## config.mk

```make
export PLATFORM = sky130hd
export DESIGN_NAME = tm1638_frame_gen
export DESIGN_NICKNAME = d
export VERILOG_FILES = /design/src/rtl/tm1638_pkg.sv /design/src/rtl/tm1638_frame_gen.sv
export SDC_FILE = /design/constraint.sdc
export NUM_CORES = 1
export LEC_CHECK = 0
export CORE_MARGIN = 2
export CORE_UTILIZATION = 55
export CTS_CLUSTER_SIZE = 10
export DETAILED_ROUTE_END_ITERATION = 12
export PLACE_DENSITY = 0.86
export SLEW_MARGIN = 5
export SYNTH_ARGS = -nofsm -noshare
export SYNTH_HDL_FRONTEND = slang
export SYNTH_SLANG_ARGS = --single-unit
```

## constraint.sdc

```tcl
create_clock -name i_Clk -period 6.3 [get_ports i_Clk]
set_input_delay 1.26 -clock i_Clk [delete_from_list [all_inputs] [get_ports i_Clk]]
set_output_delay 1.26 -clock i_Clk [all_outputs]
set_load 0.01 [all_outputs]
```

## src/rtl/tm1638_pkg.sv

```systemverilog
// Shared constants and state encoding for the TM1638 frame generator.
// A frame is two command words, sixteen display bytes, then display control.
package tm1638_pkg;

  localparam logic [7:0] CMD_DATA_AUTO = 8'h40;
  localparam logic [7:0] CMD_ADDR0     = 8'hC0;
  localparam logic [7:0] CMD_DISP_BASE = 8'h80;

  localparam int WORD_W      = 17;
  localparam int END_BIT     = 16;
  localparam int FRAME_WORDS = 19;

  typedef enum logic [1:0] {
    IDLE = 2'd0,
    PUSH = 2'd1,
    GAP  = 2'd2,
    DONE = 2'd3
  } fg_state_e;

endpackage

```

## src/rtl/tm1638_frame_gen.sv

```systemverilog
// Turns a snapshotted display image into the 19-word TM1638 refresh stream
// and pushes it one word at a time into spi_fifo.
module tm1638_frame_gen
  import tm1638_pkg::*;
#(
  parameter bit INIT_ON_RESET = 1'b1,
  parameter int GAP_CYCLES    = 1
) (
  input  logic              i_Clk,
  input  logic              i_Rst,
  input  logic              i_Update,
  input  logic [63:0]       i_Segments,
  input  logic [7:0]        i_Leds,
  input  logic [2:0]        i_Brightness,
  input  logic              i_Display_On,
  input  logic              i_FIFO_Full,
  output logic              o_Data_Valid,
  output logic [WORD_W-1:0] o_Data,
  output logic              o_Busy,
  output logic              o_Done
);

  localparam int GW = (GAP_CYCLES > 1) ? $clog2(GAP_CYCLES) : 1;
  localparam logic [GW-1:0] GAP_LAST = GW'(GAP_CYCLES - 1);
  localparam logic [4:0]    LAST_CNT = 5'(FRAME_WORDS - 1);

  fg_state_e         state_q, state_d;
  logic [4:0]        cnt_q, cnt_d;
  logic [GW-1:0]     gap_q, gap_d;
  logic              pend_q, pend_d;
  logic              first_q, first_d;
  logic [63:0]       seg_q, seg_d;
  logic [7:0]        led_q, led_d;
  logic [2:0]        bri_q, bri_d;
  logic              on_q, on_d;
  logic              valid_q, valid_d;
  logic [WORD_W-1:0] data_q, data_d;
  logic              busy_q, busy_d;
  logic              done_q, done_d;

  logic [WORD_W-1:0] word;
  logic [4:0]        addr;
  logic [2:0]        digit;
  logic [7:0]        disp_byte;
  logic              start_req;

  // cnt 2..17 maps to display address 0..15; odd addresses carry one LED bit.
  always_comb begin
    word      = '0;
    addr      = cnt_q - 5'd2;
    digit     = addr[3:1];
    disp_byte = cnt_q[0] ? {7'b0, led_q[digit]} : seg_q[{digit, 3'b000} +: 8];
    if (cnt_q == 5'd0) begin
      word = {1'b1, 8'h00, CMD_DATA_AUTO};
    end else if (cnt_q == 5'd1) begin
      word = {1'b0, 8'h00, CMD_ADDR0};
    end else if (cnt_q == LAST_CNT) begin
      word = {1'b1, 8'h00, CMD_DISP_BASE | {4'b0, on_q, bri_q}};
    end else begin
      word = {(cnt_q == 5'd17), 8'h00, disp_byte};
    end
  end

  always_comb begin
    state_d   = state_q;
    cnt_d     = cnt_q;
    gap_d     = gap_q;
    pend_d    = pend_q;
    first_d   = 1'b0;
    seg_d     = seg_q;
    led_d     = led_q;
    bri_d     = bri_q;
    on_d      = on_q;
    valid_d   = 1'b0;
    data_d    = data_q;
    busy_d    = busy_q;
    done_d    = 1'b0;
    start_req = i_Update | pend_q | (INIT_ON_RESET & first_q);
    case (state_q)
      IDLE: begin
        if (start_req) begin
          seg_d   = i_Segments;
          led_d   = i_Leds;
          bri_d   = i_Brightness;
          on_d    = i_Display_On;
          busy_d  = 1'b1;
          pend_d  = 1'b0;
          cnt_d   = 5'd0;
          state_d = PUSH;
        end
      end
      PUSH: begin
        if (i_Update) pend_d = 1'b1;
        if (!i_FIFO_Full) begin
          valid_d = 1'b1;
          data_d  = word;
          gap_d   = '0;
          state_d = GAP;
        end
      end
      GAP: begin
        if (i_Update) pend_d = 1'b1;
        if (gap_q == GAP_LAST) begin
          if (cnt_q == LAST_CNT) begin
            state_d = DONE;
          end else begin
            cnt_d   = cnt_q + 5'd1;
            state_d = PUSH;
          end
        end else begin
          gap_d = gap_q + 1'b1;
        end
      end
      DONE: begin
        if (i_Update) pend_d = 1'b1;
        done_d  = 1'b1;
        busy_d  = 1'b0;
        cnt_d   = 5'd0;
        state_d = IDLE;
      end
      default: state_d = IDLE;
    endcase
  end

  always_ff @(posedge i_Clk or negedge i_Rst) begin
    if (!i_Rst) begin
      state_q <= IDLE;
      cnt_q   <= '0;
      gap_q   <= '0;
      pend_q  <= 1'b0;
      first_q <= 1'b1;
      seg_q   <= '0;
      led_q   <= '0;
      bri_q   <= '0;
      on_q    <= 1'b0;
      valid_q <= 1'b0;
      data_q  <= '0;
      busy_q  <= 1'b0;
      done_q  <= 1'b0;
    end else begin
      state_q <= state_d;
      cnt_q   <= cnt_d;
      gap_q   <= gap_d;
      pend_q  <= pend_d;
      first_q <= first_d;
      seg_q   <= seg_d;
      led_q   <= led_d;
      bri_q   <= bri_d;
      on_q    <= on_d;
      valid_q <= valid_d;
      data_q  <= data_d;
      busy_q  <= busy_d;
      done_q  <= done_d;
    end
  end

  assign o_Data_Valid = valid_q;
  assign o_Data       = data_q;
  assign o_Busy       = busy_q;
  assign o_Done       = done_q;

endmodule

```

==> metrics.yaml, run 1 <==
synth:
  yosysSeqAreaShare_pct: 52.1
  ys_warn_count: 0
  synth_common_cells: "dfrtp_1 (96), mux2_2 (78), o21ai_0 (15), buf_4 (14), ha_1 (11)"
  synth_compound_area_share_pct: 5.37
  synth_seq_cells: 97
  synth_top_family_by_area: "multiplexers"
  synth.area.mux_share_pct: 30.0
  ys_async_sr_fraction_pct: 100
  synth-simple-area-share_pct: 4.51
  synth_cells: 323
  netlist_area_um2: 4660
  synthAdderAreaFrac_pct: 2.95
  synth-edff-count: 0
  synth.distinct_cells: 41
  synth.top_cell.area_share_pct: 51.6
  synthFlopType: "dfrtp_1"
  synth.area.top_cells: "dfrtp_1 (52%), mux2_2 (19%), mux4_1 (5.1%), mux4_2 (4.4%), ha_1 (3.0%)"
  synth_top_area_cell: "dfrtp_1"
  yosys.cell_count.top_type: "dfrtp_1"
  synth-xor-area-share_pct: 0.591
  postSynthAreaPerCell_um2: 14.4
global_route:
  track_usage_pct: 21.1
  grt_use_met1_pct: 26.7
  grt.busiest_layer: "met2"
  met2_usage_pct: 35.3
  grt_start_max_net_pins: 78
  grt_pass1_vias: 3062
  grt_overflow: 0
  grt_first_pass_wirelength_mm: 14.6
  antenna_found_initial: 0
  met3_usage_pct: 7.13
timing:
  final.period_utilization_pct: 47.2
  fin_worst_skew_ps: 9.28
  finalHoldViolations: 0
  maxSlewHeadroom_pct: 36.8
  maxSlewViolCount: 0
  max_freq_mhz: 336
  fin_tns_setup_ps: 0
  min_period_ps: 2970
  rsz0062_at_grt: "no"
  tightestPinTransition_ps: 949
  setup_slack_ps: 3330
  setup_viol: 0
worst_setup_path:
  crit_type: "input port to flip-flop"
  cp.required_ps: 6530
  worstPathArrival_ps: 3210
  reg2reg_depth: 7
  timing.critical_path.buf_inv: 2
  cpPeakStageDelay_ps: 740
  r2r-end: "o_Data[0]$_DFFE_PN0P_"
  cp_top_family: "buffers and inverters"
  path_cells: "clkdlybuf4s50_1, o31ai_4, buf_4, mux2_2"
  worstSetupEndpointType: "flip-flop"
  cp_num_cells: 4
  worst-path-max-fanout: 77
  reg2reg_slack_ps: 3430
  crit_path_top_delay_cell: "buf_4"
  cp-start-kind: "input port"
  reg2reg_from: "cnt_q[1]$_DFFE_PN0P_"
floorplanning:
  rows: 33
  initial_core_util_pct: 56.7
  io_pins: 100
  die_width_um: 96.0
  die_y_um: 96.0
  dieArea_um2: 9220
  core_region_area_um2: 8220
cells_and_area:
  fill_cells: 556
  nNetsFinal: 501
  drive_gt1_share_pct: 28.0
  fin_area_um2: 5820
  insertedDiodeCount: 0
  area_growth_pct: 24.9
cts:
  clock_path_buffers: 2
  postCtsSetupBuffers: 0
  clk_pin_slew_ps: 80
  clock_sinks: 97
  cts_resized: 0
  htree_levels: 3
  holdBufCountCts: 0
  cts_buffers: 9
  cts_tree: "built"
  clock_latency_ps: 350
  cts-root-buf: "clkbuf_8"
power_and_ir_drop:
  ir_worst_vdd_v: 0.000235
  p_per_area_nw_per_um2: 441
  p_leak_nw: 2.48
  finalPower_w: 0.00257
route:
  routed_wirelength_mm: 8.95
  dr.pass1.iters: 4
  vias: 2899
  route.detailed.drc: 0
  viasPerCell: 5.59
  antenna_left: 0
  drt_iter0_drc: 115
  drt-wirelength-per-cell_um: 17.2
placement:
  dp_hpwl_mm: 6.28
  dpl-instance-area_um2: 5590
  place_ws_ps: 2960
  gp_congestion: 0.819
  portBuffers: 91
hold_path:
  min_delay_path_depth: 2
  min_path_type: "flip-flop to flip-flop"
  hold_path_end: "o_Data[16]$_DFFE_PN0P_"
  min-delay-start: "o_Data[16]$_DFFE_PN0P_"
run_status:
  run_status: "finished clean"
run:
  max-cap-violations: 0
## sequential cells by signal, indices dropped and copies added, names as in the netlist, 2 cells and up
| signal | count |
|---|---|
| bri_q | 3 |
| state_q | 2 |
| cnt_q | 5 |
| o_Data | 9 |
| seg_q | 64 |
| led_q | 8 |
## cells by family (layout without fill, tap and decap cells)
family	count (synthesis)	after routing
AOI/OAI and AO/OA	38	38
xor gates and xnor gates	1	1
adders and majority gates	11	11
buffers and inverters	34	117
DFF	97	97
muxes	104	104
other	1	9
and+or+nand+nor	37	37
## per-stage QoR
step           cells  utilization (%)  hold slack [ps]
3_5_place_dp     504             68.0              474
5_1_grt          519             70.8              520
4_1_cts          519             70.8              495
2_1_floorplan    331                -              470
3_3_place_gp     504             68.0              464
6_report         519             70.8              491
## layer usage
layer	vias to the layer above	wire length, µm
met2	92	4580
li1	1331	-
met1	1469	3660
met3	7	658
met5	-	0
met4	0	48
## worst max path at each step
stage | slack (ps) | startpoint | end
6_report | 3330 | i_Update | bri_q[0]$_DFFE_PN0P_
3_5_place_dp | 2960 | i_Update | seg_q[40]$_DFFE_PN0P_
4_1_cts | 3330 | i_Update | seg_q[41]$_DFFE_PN0P_
2_1_floorplan | 3870 | i_Update | bri_q[0]$_DFFE_PN0P_
5_1_grt | 3240 | i_Update | seg_q[41]$_DFFE_PN0P_
3_3_place_gp | 3010 | i_Update | seg_q[52]$_DFFE_PN0P_
## final cells by class
type	instances	area (µm²)	share of cell area, %
Sequential cell	97	2430	41.7
Multi-Input combinational cell	200	2070	35.5
Timing Repair Buffer	95	938	16.1
Clock buffer	11	151	2.60
Tap cell	105	131	2.26
Clock inverter	4	76.3	1.31
Inverter	7	26.3	0.452
## worst register-to-register path: stages, from the launching register on
cell and delay, ps:
dfrtp_1 330, buf_4 370, inv_1 170, ha_1 900, mux4_1 440, mux2i_1 170, a22oi_1 110, a32o_1 280
## placed cells by master (no fill, tap or decap), drive strengths merged, types with 9 or more instances in the layout
master and n:
clkbuf 11, clkdlybuf4s50 90, conb 9, dfrtp 96, ha 11, mux2 78
mux4 18, o21ai 15
## report_power, final
part	switching, W	leakage [nW]	internal (W)	total (W)
Sequential	0.000152	1.16	0.000917	0.00107
Combinational	0.000419	1.21	0.000632	0.00105
Clock	0.000204	0.112	0.000244	0.000448
Total	0.000775	2.48	0.00179	0.00257
No activity file was read; power rests on OpenSTA's default activity.
==> run 2, diff against run 1 <==
Settings changed: CORE_UTILIZATION 55 to 51, PLACE_DENSITY 0.86 to 0.8.
Clock period 6.3 ns to 2.84 ns, I/O delays scaled along.
==> run 2 against run 1 <==
- via count is 1.0% higher
- critical endpoint is now o_Data[0]$_DFFE_PN0P_
- clock-buffer cell count is 2 higher
- highest routed layer unchanged
- critical path depth is 4 higher
- non-clock buffer count is 6 higher
- sequential power is 120% higher
==> metrics.yaml, run 2 (synthesis results as in run 1) <==
cells_and_area:
  multi_input_area_um2: 2070
  nNetsFinal: 507
  drive_gt1_share_pct: 29.2
  largest_reg_flops: 64
  fill_cells: 644
  layout_commonest_cell: "dfrtp_1"
  top_register: "seg_q"
  layout_common_cells: "dfrtp_1 (96), clkdlybuf4s50_1 (90), mux2_2 (78), o21ai_0 (15), clkbuf_8 (13)"
  fin_util_pct: 66.5
  insertedDiodeCount: 0
  regArea_um2: 2430
  area_growth_pct: 25.6
worst_setup_path:
  r2r-end: "o_Data[0]$_DFFE_PN0P_"
  reg2reg_depth: 8
  worst-path-max-fanout: 10
  reg2reg_from: "cnt_q[1]$_DFFE_PN0P_"
  cp-start-kind: "flip-flop"
  worstPathArrival_ps: 2500
  reg2reg_slack_ps: 590
  worstSetupEndpointType: "flip-flop"
  crit_type: "flip-flop to flip-flop"
  cp.required_ps: 3090
cts:
  cts_resized: 0
  htree_levels: 3
  cts-root-buf: "clkbuf_8"
  cts_buffers: 9
  postCtsSetupBuffers: 0
  clk_pin_slew_ps: 90
  clock_path_buffers: 2
  cts_tree: "built"
  holdBufCountCts: 0
  clock_latency_ps: 370
  clock_sinks: 97
power_and_ir_drop:
  p_leak_nw: 2.50
  ir_worst_vdd_v: 0.000450
  p_per_area_nw_per_um2: 968
timing:
  maxSlewViolCount: 0
  fin_tns_setup_ps: 0
  final.period_utilization_pct: 79.1
  tightestPinTransition_ps: 886
  finalHoldViolations: 0
  fin_worst_skew_ps: 10.6
  maxSlewHeadroom_pct: 40.9
  max_freq_mhz: 445
  setup_slack_ps: 595
  min_period_ps: 2250
  rsz0062_at_grt: "no"
  holdWs_ps: 324
  setup_viol: 0
placement:
  portBuffers: 91
  gp_congestion: 0.879
  place_ws_ps: 504
  dp_hpwl_mm: 6.86
global_route:
  grt_pass1_vias: 3087
  grt_first_pass_wirelength_mm: 15.6
  grt_start_max_net_pins: 72
  grt_overflow: 0
  antenna_found_initial: 0
  track_usage_pct: 20.7
floorplanning:
  core_region_area_um2: 8810
  initial_core_util_pct: 52.9
  die_y_um: 99.6
  die_width_um: 99.6
  dieArea_um2: 9920
  rows: 34
  io_pins: 100
route:
  routed_wirelength_mm: 9.58
  dr.pass1.iters: 4
  vias: 2929
  drt-wirelength-per-cell_um: 18.1
  viasPerCell: 5.54
  drt_iter0_drc: 97
  route.detailed.drc: 0
  antenna_left: 0
run_status:
  run_status: "finished clean"
run:
  max-cap-violations: 0
hold_path:
  min_path_type: "input port to asynchronous set/reset pin"
==> run 2: layer usage <==
| layer | vias to the layer above | track usage (%) | wire length (µm) |
|---|---|---|---|
| li1 | 1355 | - | - |
| met1 | 1467 | 26.1 | 3960 |
| met2 | 91 | 34.0 | 4760 |
| met3 | 16 | 6.47 | 683 |
| met4 | 0 | 7.48 | 170 |
| met5 | - | 0 | 0 |
==> run 2: cell type report <==
| type | count | area share, % |
|---|---|---|
| clock buffers | 13 | 3.06 |
| inverters | 7 | 0.449 |
| flip-flops and latches | 97 | 41.5 |
| repair buffers | 101 | 17.0 |
| clock inverters | 3 | 0.363 |
| multi-input cells | 200 | 35.3 |
| well taps | 108 | 2.31 |
==> run 2: metrics by stage <==
stage | area, µm² | power, W | std cells
2_1_floorplan | 4690 | 0.00411 | 331
3_3_place_gp | 5650 | 0.00470 | 513
3_5_place_dp | 5650 | 0.00481 | 513
4_1_cts | 5850 | 0.00572 | 529
5_1_grt | 5850 | 0.00603 | 529
6_report | 5850 | 0.00567 | 529
==> run 2: how the worst max path moves through the flow <==
stage,from,to,cells past startpoint,slack (ps)
after floorplan,cnt_q[1]$_DFFE_PN0P_,o_Data[4]$_DFFE_PN0P_,9,510
after global placement,i_Update,seg_q[45]$_DFFE_PN0P_,4,530
after detailed placement,i_Update,seg_q[45]$_DFFE_PN0P_,4,500
after CTS,cnt_q[1]$_DFFE_PN0P_,o_Data[0]$_DFFE_PN0P_,8,570
after global routing,cnt_q[1]$_DFFE_PN0P_,o_Data[0]$_DFFE_PN0P_,8,470
final,cnt_q[1]$_DFFE_PN0P_,o_Data[0]$_DFFE_PN0P_,8,590
==> run 2: report_power, final <==
group	switching [W]	leakage [nW]	total [W]	internal (W)
Sequential	0.000335	1.16	0.00237	0.00203
Combinational	0.000954	1.24	0.00240	0.00144
Clock	0.000484	0.102	0.000901	0.000417
==> run 2: worst max-delay path: stages (launching register included) <==
cell	delay (ps)
dfrtp_1	390
buf_4	210
inv_1	110
ha_1	310
buf_4	220
mux4_1	370
mux2i_1	150
a22oi_1	110
a32o_1	270
